--- src/rtl/bcd_disp_counter.sv ---
// rtl/bcd_disp_counter.sv - four-digit BCD up/down counter with blank flags and scan strobe
module bcd_disp_counter #(
  parameter int TICK_DIV = 50_000_000,
  parameter int SCAN_DIV = 50_000
) (
  input  logic        Clk,
  input  logic        Rst,
  input  logic        En,
  input  logic        Up,
  input  logic        Clr,
  input  logic        Load,
  input  logic [15:0] Load_val,
  output logic [15:0] Digits,
  output logic [3:0]  Blank,
  output logic        Wrap,
  output logic        Scan_tick
);

  localparam int PW = (TICK_DIV > 2) ? $clog2(TICK_DIV) : 1;
  localparam int SW = (SCAN_DIV > 2) ? $clog2(SCAN_DIV) : 1;
  localparam logic [PW-1:0] PRE_MAX  = PW'(TICK_DIV - 1);
  localparam logic [SW-1:0] SCAN_MAX = SW'(SCAN_DIV - 1);

  logic [PW-1:0] pre;
  logic [SW-1:0] scan_cnt;
  logic [15:0]   stepped;
  logic [15:0]   load_sat;
  logic          carry;
  logic [3:0]    d;

  // Ripple carry/borrow through the digits; a carry out of digit 3 is the wrap.
  always_comb begin
    stepped = Digits;
    carry   = 1'b1;
    d       = 4'd0;
    for (int i = 0; i < 4; i++) begin
      d = Digits[4*i +: 4];
      if (carry) begin
        if (Up) begin
          if (d >= 4'd9) begin
            stepped[4*i +: 4] = 4'd0;
          end else begin
            stepped[4*i +: 4] = d + 4'd1;
            carry = 1'b0;
          end
        end else begin
          if (d == 4'd0) begin
            stepped[4*i +: 4] = 4'd9;
          end else begin
            stepped[4*i +: 4] = d - 4'd1;
            carry = 1'b0;
          end
        end
      end
    end
  end

  always_comb begin
    load_sat = Load_val;
    for (int i = 0; i < 4; i++) begin
      if (Load_val[4*i +: 4] > 4'd9) load_sat[4*i +: 4] = 4'd9;
    end
  end

  always_ff @(posedge Clk or posedge Rst) begin
    if (Rst) begin
      Digits <= 16'h0000;
      pre    <= '0;
      Wrap   <= 1'b0;
    end else begin
      Wrap <= 1'b0;
      if (Clr) begin
        Digits <= 16'h0000;
        pre    <= '0;
      end else if (Load) begin
        Digits <= load_sat;
        pre    <= '0;
      end else if (En) begin
        if (pre == PRE_MAX) begin
          pre    <= '0;
          Digits <= stepped;
          Wrap   <= carry;
        end else begin
          pre <= pre + PW'(1);
        end
      end
    end
  end

  // Free-running scan divider, deliberately unaffected by En/Clr/Load.
  always_ff @(posedge Clk or posedge Rst) begin
    if (Rst) begin
      scan_cnt  <= '0;
      Scan_tick <= 1'b0;
    end else if (scan_cnt == SCAN_MAX) begin
      scan_cnt  <= '0;
      Scan_tick <= 1'b1;
    end else begin
      scan_cnt  <= scan_cnt + SW'(1);
      Scan_tick <= 1'b0;
    end
  end

  assign Blank[3] = (Digits[15:12] == 4'd0);
  assign Blank[2] = Blank[3] & (Digits[11:8] == 4'd0);
  assign Blank[1] = Blank[2] & (Digits[7:4] == 4'd0);
  assign Blank[0] = 1'b0;

endmodule
--- config.mk ---
export PLATFORM = sky130hd
export DESIGN_NAME = bcd_disp_counter
export DESIGN_NICKNAME = d
export VERILOG_FILES = /design/src/rtl/bcd_disp_counter.sv
export SDC_FILE = /design/constraint.sdc
export NUM_CORES = 1
export LEC_CHECK = 0
export ABC_CLOCK_PERIOD_IN_PS = 3100
export BUFFER_PORTS_ARGS = -buffer_cell sky130_fd_sc_hd__clkbuf_2
export CAP_MARGIN = 20
export CORE_MARGIN = 3
export CORE_UTILIZATION = 50
export CTS_CLUSTER_DIAMETER = 80
export DETAILED_ROUTE_END_ITERATION = 12
export PLACE_DENSITY = 0.73
export SLEW_MARGIN = 30
export SYNTH_ARGS = -nofsm -noshare
export SYNTH_HDL_FRONTEND = slang
export SYNTH_SLANG_ARGS = --single-unit
--- constraint.sdc ---
create_clock -name Clk -period 3.1 [get_ports Clk]
set_input_delay 0.62 -clock Clk [delete_from_list [all_inputs] [get_ports Clk]]
set_output_delay 0.62 -clock Clk [all_outputs]
set_load 0.02 [all_outputs]
==> results of run 1 <==
[path summary, 6_finish.rpt]
| path | slack [ps] | end | start | cells past startpoint |
|---|---|---|---|---|
| worst max-delay path | 340 | Blank[1] | Digits[8]$_DFFE_PP0P_ | 6 |
| worst max register to register | 510 | Digits[15]$_DFFE_PP0P_ | Digits[4]$_DFFE_PP0P_ | 7 |
| min in group Clk | 470 | scan_cnt[15]$_DFF_PP0_ | scan_cnt[15]$_DFF_PP0_ | 1 |
| max in group asynchronous | 2020 | pre[24]$_DFFE_PP0P_ | Rst | 3 |
| worst min-delay path | 380 | Digits[7]$_DFFE_PP0P_ | Rst | 2 |
| worst min register to register | 470 | scan_cnt[15]$_DFF_PP0_ | scan_cnt[15]$_DFF_PP0_ | 1 |
[metal layers]
metal	vias to the layer above	GRT usage [%]	share of wire, %
met2	103	33.0	47
met1	1681	31.5	47
li1	1666	-	-
met5	-	0	0
met4	0	5.89	1.1
met3	10	4.18	5.0
[power breakdown]
| group | switching, mW | internal [mW] | leakage, nW |
|---|---|---|---|
| sequential | 0.0566 | 0.805 | 0.809 |
| clock | 0.320 | 0.308 | 0.0803 |
| combinational | 0.229 | 0.157 | 1.03 |
[sequential cells by signal (all words and copies together), names as in the netlist]
name       flops
scan_cnt      16
Wrap           1
Digits        16
pre           26
Scan_tick      1
[kinds of logic (layout without fill, tap and decap cells)]
| kind of cell | Yosys count | in the layout |
|---|---|---|
| flops | 60 | 60 |
| buf+inv | 44 | 86 |
| xor+xnor | 34 | 34 |
| simple gates | 184 | 184 |
| compound gates | 92 | 92 |
| mux | 12 | 12 |
| fa+ha+maj | 15 | 15 |
| other cells | 1 | 1 |
[through the flow]
| step | hold slack, ps | cells |
|---|---|---|
| 6_report | 378 | 583 |
| 5_1_grt | 442 | 583 |
| 4_1_cts | 414 | 583 |
| 3_5_place_dp | 466 | 567 |
| 3_3_place_gp | 461 | 567 |
| 2_1_floorplan | 442 | 442 |
[Yosys cell counts (all sizes together), types with 5 or more instances]
master / number
nor3: 15
a21oi: 21
nor2: 43
mux2: 6
a31oi: 9
inv: 23
buf: 6
nand4: 13
o31ai: 5
nor4: 8
mux2i: 6
a22o: 5
ha: 15
nand3: 19
and3: 6
nor4b: 6
clkbuf: 15
o21ai: 19
nand2b: 5
nor2b: 7
nand2: 30
dfrtp: 60
xnor2: 7
xor2: 27
o22ai: 5
[final cells by class]
cell class,count,area [um2],area share [%]
sequential,60,1500,33.9
clock inverter,6,40.0,0.905
tap,99,124,2.80
clock buffer,10,138,3.11
timing repair buffer,47,248,5.60
inverter,23,86.3,1.95
multi-input combinational,338,2290,51.7
==> results.json, run 1 <==
{
  "status": "completed",
  "finalHoldViolCount": 0,
  "crit_top_cell": "inv_1",
  "min_period_ps": 2760,
  "root_buffer": "clkbuf_8",
  "synth_top_area_share_pct": 37.9,
  "io_pins": 44,
  "final_common_cell": "dfrtp_1",
  "routed_wirelength_um": 9050,
  "synthMuxAreaShare_pct": 3.31,
  "ys_seq_area_share_pct": 37.9,
  "final_util_pct": 59.1,
  "critPathMaxFanout": 9,
  "dieArea_mm2": 0.00903,
  "p_total_mw": 1.88,
  "clkSinkCount": 60,
  "numCtsBuffers": 9,
  "drtIter0Drc": 187,
  "cts_max_level": 3,
  "timing.fmax_mhz": 363,
  "syn_inst": 442,
  "ant_nets": 0,
  "synth_top_family_by_area": "simple AND/OR/NAND/NOR gates",
  "grt_usage_pct": 21.7,
  "synthDistinctLibCells": 66,
  "drt_first_pass_iters": 5,
  "crit_type": "register to output pin",
  "avgSynthCellArea_um2": 8.97,
  "synth-xor-area-share_pct": 7.51,
  "worst_setup_path_end_kind": "output pin",
  "synth.cell_area_mm2": 0.00396,
  "cts_setup_buffers": 0,
  "initial_core_util_pct": 53.0,
  "final_cell_area_mm2": 0.00442,
  "drive_gt1_share_pct": 18.2,
  "p_leak_nw": 1.92,
  "post-route-period-util_pct": 88.9,
  "cts.repair.resized": 0,
  "slew_headroom_pct": 43.2,
  "place_congestion": 0.877,
  "critPathTopFamily": "simple AND/OR/NAND/NOR gates",
  "pre_cts_ws_ps": 519,
  "yosys.area.top_type": "dfrtp_1",
  "port_buffers": 42,
  "antenna_found_initial": 0,
  "hp-class": "primary input to asynchronous set/reset pin",
  "tightest_slew_ps": 846,
  "fin_skew_ps": 7.01,
  "synth_fa_ha_area_share_pct": 4.73,
  "core_area_mm2": 0.00749,
  "synth-edff-count": 0,
  "ys.flop_type": "dfrtp_1",
  "die_x_um": 95.0,
  "n_fill_cell": 636,
  "insertion_delay_ps": 330,
  "synth-compound-area-share_pct": 15.8,
  "place_area_mm2": 0.00425,
  "clk_pin_slew_ps": 70,
  "dieHeight_um": 95.0,
  "layout_common_cells": "dfrtp_1 (60), clkbuf_2 (42), nor2_1 (41)",
  "grt_pass1_wl_um": 15500,
  "vias": 3460,
  "grt_max_degree": 33,
  "synth-async-reset-ratio_pct": 100,
  "worst_path_largest_cell_delay_ps": 490,
  "wl_per_cell_um": 15.5,
  "area_growth_pct": 11.6,
  "worst-path-buf-inv": 3,
  "drv_cap": 0,
  "grt_pass1_vias": 3221,
  "yosysWarnings": 0,
  "fin_ws_ps": 344,
  "synthSimpleGateAreaFrac_pct": 26.3,
  "drc": 0,
  "ys_ff_latch": 60,
  "fin_tns_setup_ps": 0,
  "worstPathRequired_ps": 2480,
  "critPathArrivalTime_ps": 2140,
  "cts_tree": "done",
  "path_cells": "inv_1 -> ha_1 -> inv_1 -> or3_1 -> nor4_1 -> clkbuf_2",
  "via_per_inst": 5.93,
  "hpwl_um": 6560,
  "cts.path.max_buffers": 2,
  "final_nets": 516,
  "num_rows": 31,
  "setup_violations": 0,
  "ir_worst_vdd_mv": 0.191,
  "rsz0062_at_grt": "no",
  "power.density_mw_per_mm2": 424,
  "synth_area_leaders": "dfrtp_1 (38%), xor2_1 (6.0%), ha_1 (4.7%)",
  "synth_nets": 479,
  "cts_hold_buf": 0,
  "slowest_stage": "dfrtp_1",
  "final_max_slew_viol_count": 0,
  "diodes": 0,
  "start_kind": "register",
  "grt-ovfl-total": 0
}
Power figures use the tool's default switching activity.
==> run 2: changes to the inputs <==
--- a/config.mk
+++ b/config.mk
@@ -9,10 +9,11 @@
 export BUFFER_PORTS_ARGS = -buffer_cell sky130_fd_sc_hd__clkbuf_2
 export CAP_MARGIN = 20
 export CORE_MARGIN = 3
-export CORE_UTILIZATION = 50
+export CORE_UTILIZATION = 36
 export CTS_CLUSTER_DIAMETER = 80
 export DETAILED_ROUTE_END_ITERATION = 12
-export PLACE_DENSITY = 0.73
+export GPL_ROUTABILITY_DRIVEN = 0
+export PLACE_DENSITY = 0.56
 export SLEW_MARGIN = 30
 export SYNTH_ARGS = -nofsm -noshare
 export SYNTH_HDL_FRONTEND = slang
==> run 2 against run 1 <==
Via count down 2.8%. Setup slack better by 5.9 ps. Highest routed layer unchanged. Total power up 5.0%. Largest cell class unchanged. First-iteration DRC count down 4.3%. Critical path depth unchanged. Sequential share of layout area down 0.64 points. Clock power up 15%.
==> results.json, run 2 (same netlist as run 1, synthesis figures left out) <==
{
  "critPathTopFamily": "simple AND/OR/NAND/NOR gates",
  "critPathMaxFanout": 9,
  "final_nets": 518,
  "cts.repair.resized": 0,
  "post-route-period-util_pct": 88.7,
  "layout_common_cells": "dfrtp_1 (60), clkbuf_2 (42), nor2_1 (41)",
  "cts_setup_buffers": 0,
  "slowest_stage": "dfrtp_1",
  "cts_tree": "done",
  "grt_usage_pct": 16.3,
  "status": "completed",
  "p_leak_nw": 1.95,
  "num_rows": 37,
  "ir_worst_vdd_mv": 0.174,
  "grt_pass1_vias": 3300,
  "fin_skew_ps": 12.4,
  "dp.cells": 606,
  "hp-class": "primary input to asynchronous set/reset pin",
  "dieArea_mm2": 0.0123,
  "rsz0062_at_grt": "no",
  "cts_hold_buf": 0,
  "hpwl_um": 6830,
  "dieHeight_um": 111,
  "clk_pin_slew_ps": 70,
  "regMostFlops": "pre",
  "final_cells": 622,
  "drt_first_pass_iters": 4,
  "start_kind": "register",
  "numCtsBuffers": 9,
  "drtIter0Drc": 179,
  "fin_tns_setup_ps": 0,
  "area_growth_pct": 13.8,
  "routed_wirelength_um": 9480,
  "antenna_found_initial": 0,
  "insertion_delay_ps": 350,
  "worst_setup_path_end_kind": "output pin",
  "grt_max_degree": 35,
  "drive_gt1_share_pct": 18.5,
  "setup_violations": 0,
  "drc": 0,
  "core_area_mm2": 0.0105,
  "largest_register_ffs": 26,
  "worstPathRequired_ps": 2480,
  "timing.fmax_mhz": 364,
  "io_pins": 44,
  "worst-path-buf-inv": 3,
  "initial_core_util_pct": 37.7,
  "tightest_slew_ps": 898,
  "drv_cap": 0,
  "ant_nets": 0,
  "critPathArrivalTime_ps": 2130,
  "grt-ovfl-total": 0,
  "min_period_ps": 2750,
  "final_max_slew_viol_count": 0,
  "wl_per_cell_um": 15.2,
  "die_x_um": 111,
  "largest_registers": "pre (26), Digits (16), scan_cnt (16)",
  "via_per_inst": 5.41,
  "vias": 3364,
  "final_common_cell": "dfrtp_1",
  "cts_max_level": 3,
  "root_buffer": "clkbuf_8",
  "cts.path.max_buffers": 2,
  "worst_path_largest_cell_delay_ps": 480,
  "clkSinkCount": 60,
  "port_buffers": 42,
  "crit_top_cell": "inv_1",
  "finalHoldViolCount": 0,
  "slew_headroom_pct": 39.7,
  "regToRegSetupSlack_ps": 580,
  "diodes": 0,
  "crit_type": "register to output pin",
  "grt_pass1_wl_um": 16500,
  "power.density_mw_per_mm2": 437,
  "path_cells": "inv_1 -> ha_1 -> inv_1 -> or3_1 -> nor4_1 -> clkbuf_2"
}
==> run 2: cell count changes in the layout (fill, tap and decap cells not counted) <==
cell / previous run / this run
buf_4: 5 / 7
clkinvlp_4: 4 / 2
bufinv_16: 0 / 1
clkinv_4: 0 / 1
==> run 2: metal layers <==
layer	up-vias	part of all wire, %	GRT usage (%)
met1	1610	50	23.4
li1	1671	-	-
met2	71	45	23.9
met5	-	0	0
met4	0	1.9	7.88
met3	12	3.0	2.24
==> run 2: report_power, final <==
group / switching [mW] / internal, mW / total [mW] / leakage [nW]
clock: 0.335 / 0.391 / 0.726 / 0.0983
sequential: 0.0570 / 0.804 / 0.861 / 0.809
combinational: 0.225 / 0.158 / 0.382 / 1.04
==> run 2: worst register-to-register path: cells and delay by family (launching register included) <==
family / cells / cell delay (ps)
multiplexers: 1 / 360
flip-flops: 1 / 500
buffers and inverters: 1 / 100
adder cells (fa/ha/maj): 1 / 220
AO/OA/AOI/OAI: 2 / 560
AND/OR/NAND/NOR: 2 / 670
==> run 2: cell type report <==
class | instances | area (um2)
well taps | 136 | 170
repair buffers | 49 | 263
fillers | 1045 | 6000
inverters | 23 | 86.3
clock inverters | 6 | 63.8
flip-flops and latches | 60 | 1500
clock buffers | 10 | 138
multi-input cells | 338 | 2290
==> run 2: metrics by stage <==
stage | setup slack, ps | total power, mW | instance area (um2) | util [%] | hold WS (ps)
finish | 350 | 1.97 | 4510 | 42.9 | 380
global route | 184 | 2.10 | 4510 | 42.9 | 448
CTS | 299 | 2.00 | 4510 | 42.9 | 402
detailed placement | 589 | 1.26 | 4310 | 41.0 | 482
global placement | 650 | 1.26 | 4310 | 41.0 | 467
floorplan | 563 | 1.14 | 3960 | - | 442
==> run 2: worst paths after layout <==
kind                                            start                      to  depth (start not counted)
min in group Clk                scan_cnt[0]$_DFF_PP0_   scan_cnt[0]$_DFF_PP0_                          1
worst min register to register  scan_cnt[0]$_DFF_PP0_   scan_cnt[0]$_DFF_PP0_                          1
worst min-delay path                              Rst  scan_cnt[14]$_DFF_PP0_                          2
worst max-delay path            Digits[8]$_DFFE_PP0P_                Blank[1]                          6
worst max register to register  Digits[4]$_DFFE_PP0P_  Digits[12]$_DFFE_PP0P_                          7
max in group asynchronous                         Rst      pre[4]$_DFFE_PP0P_                          3
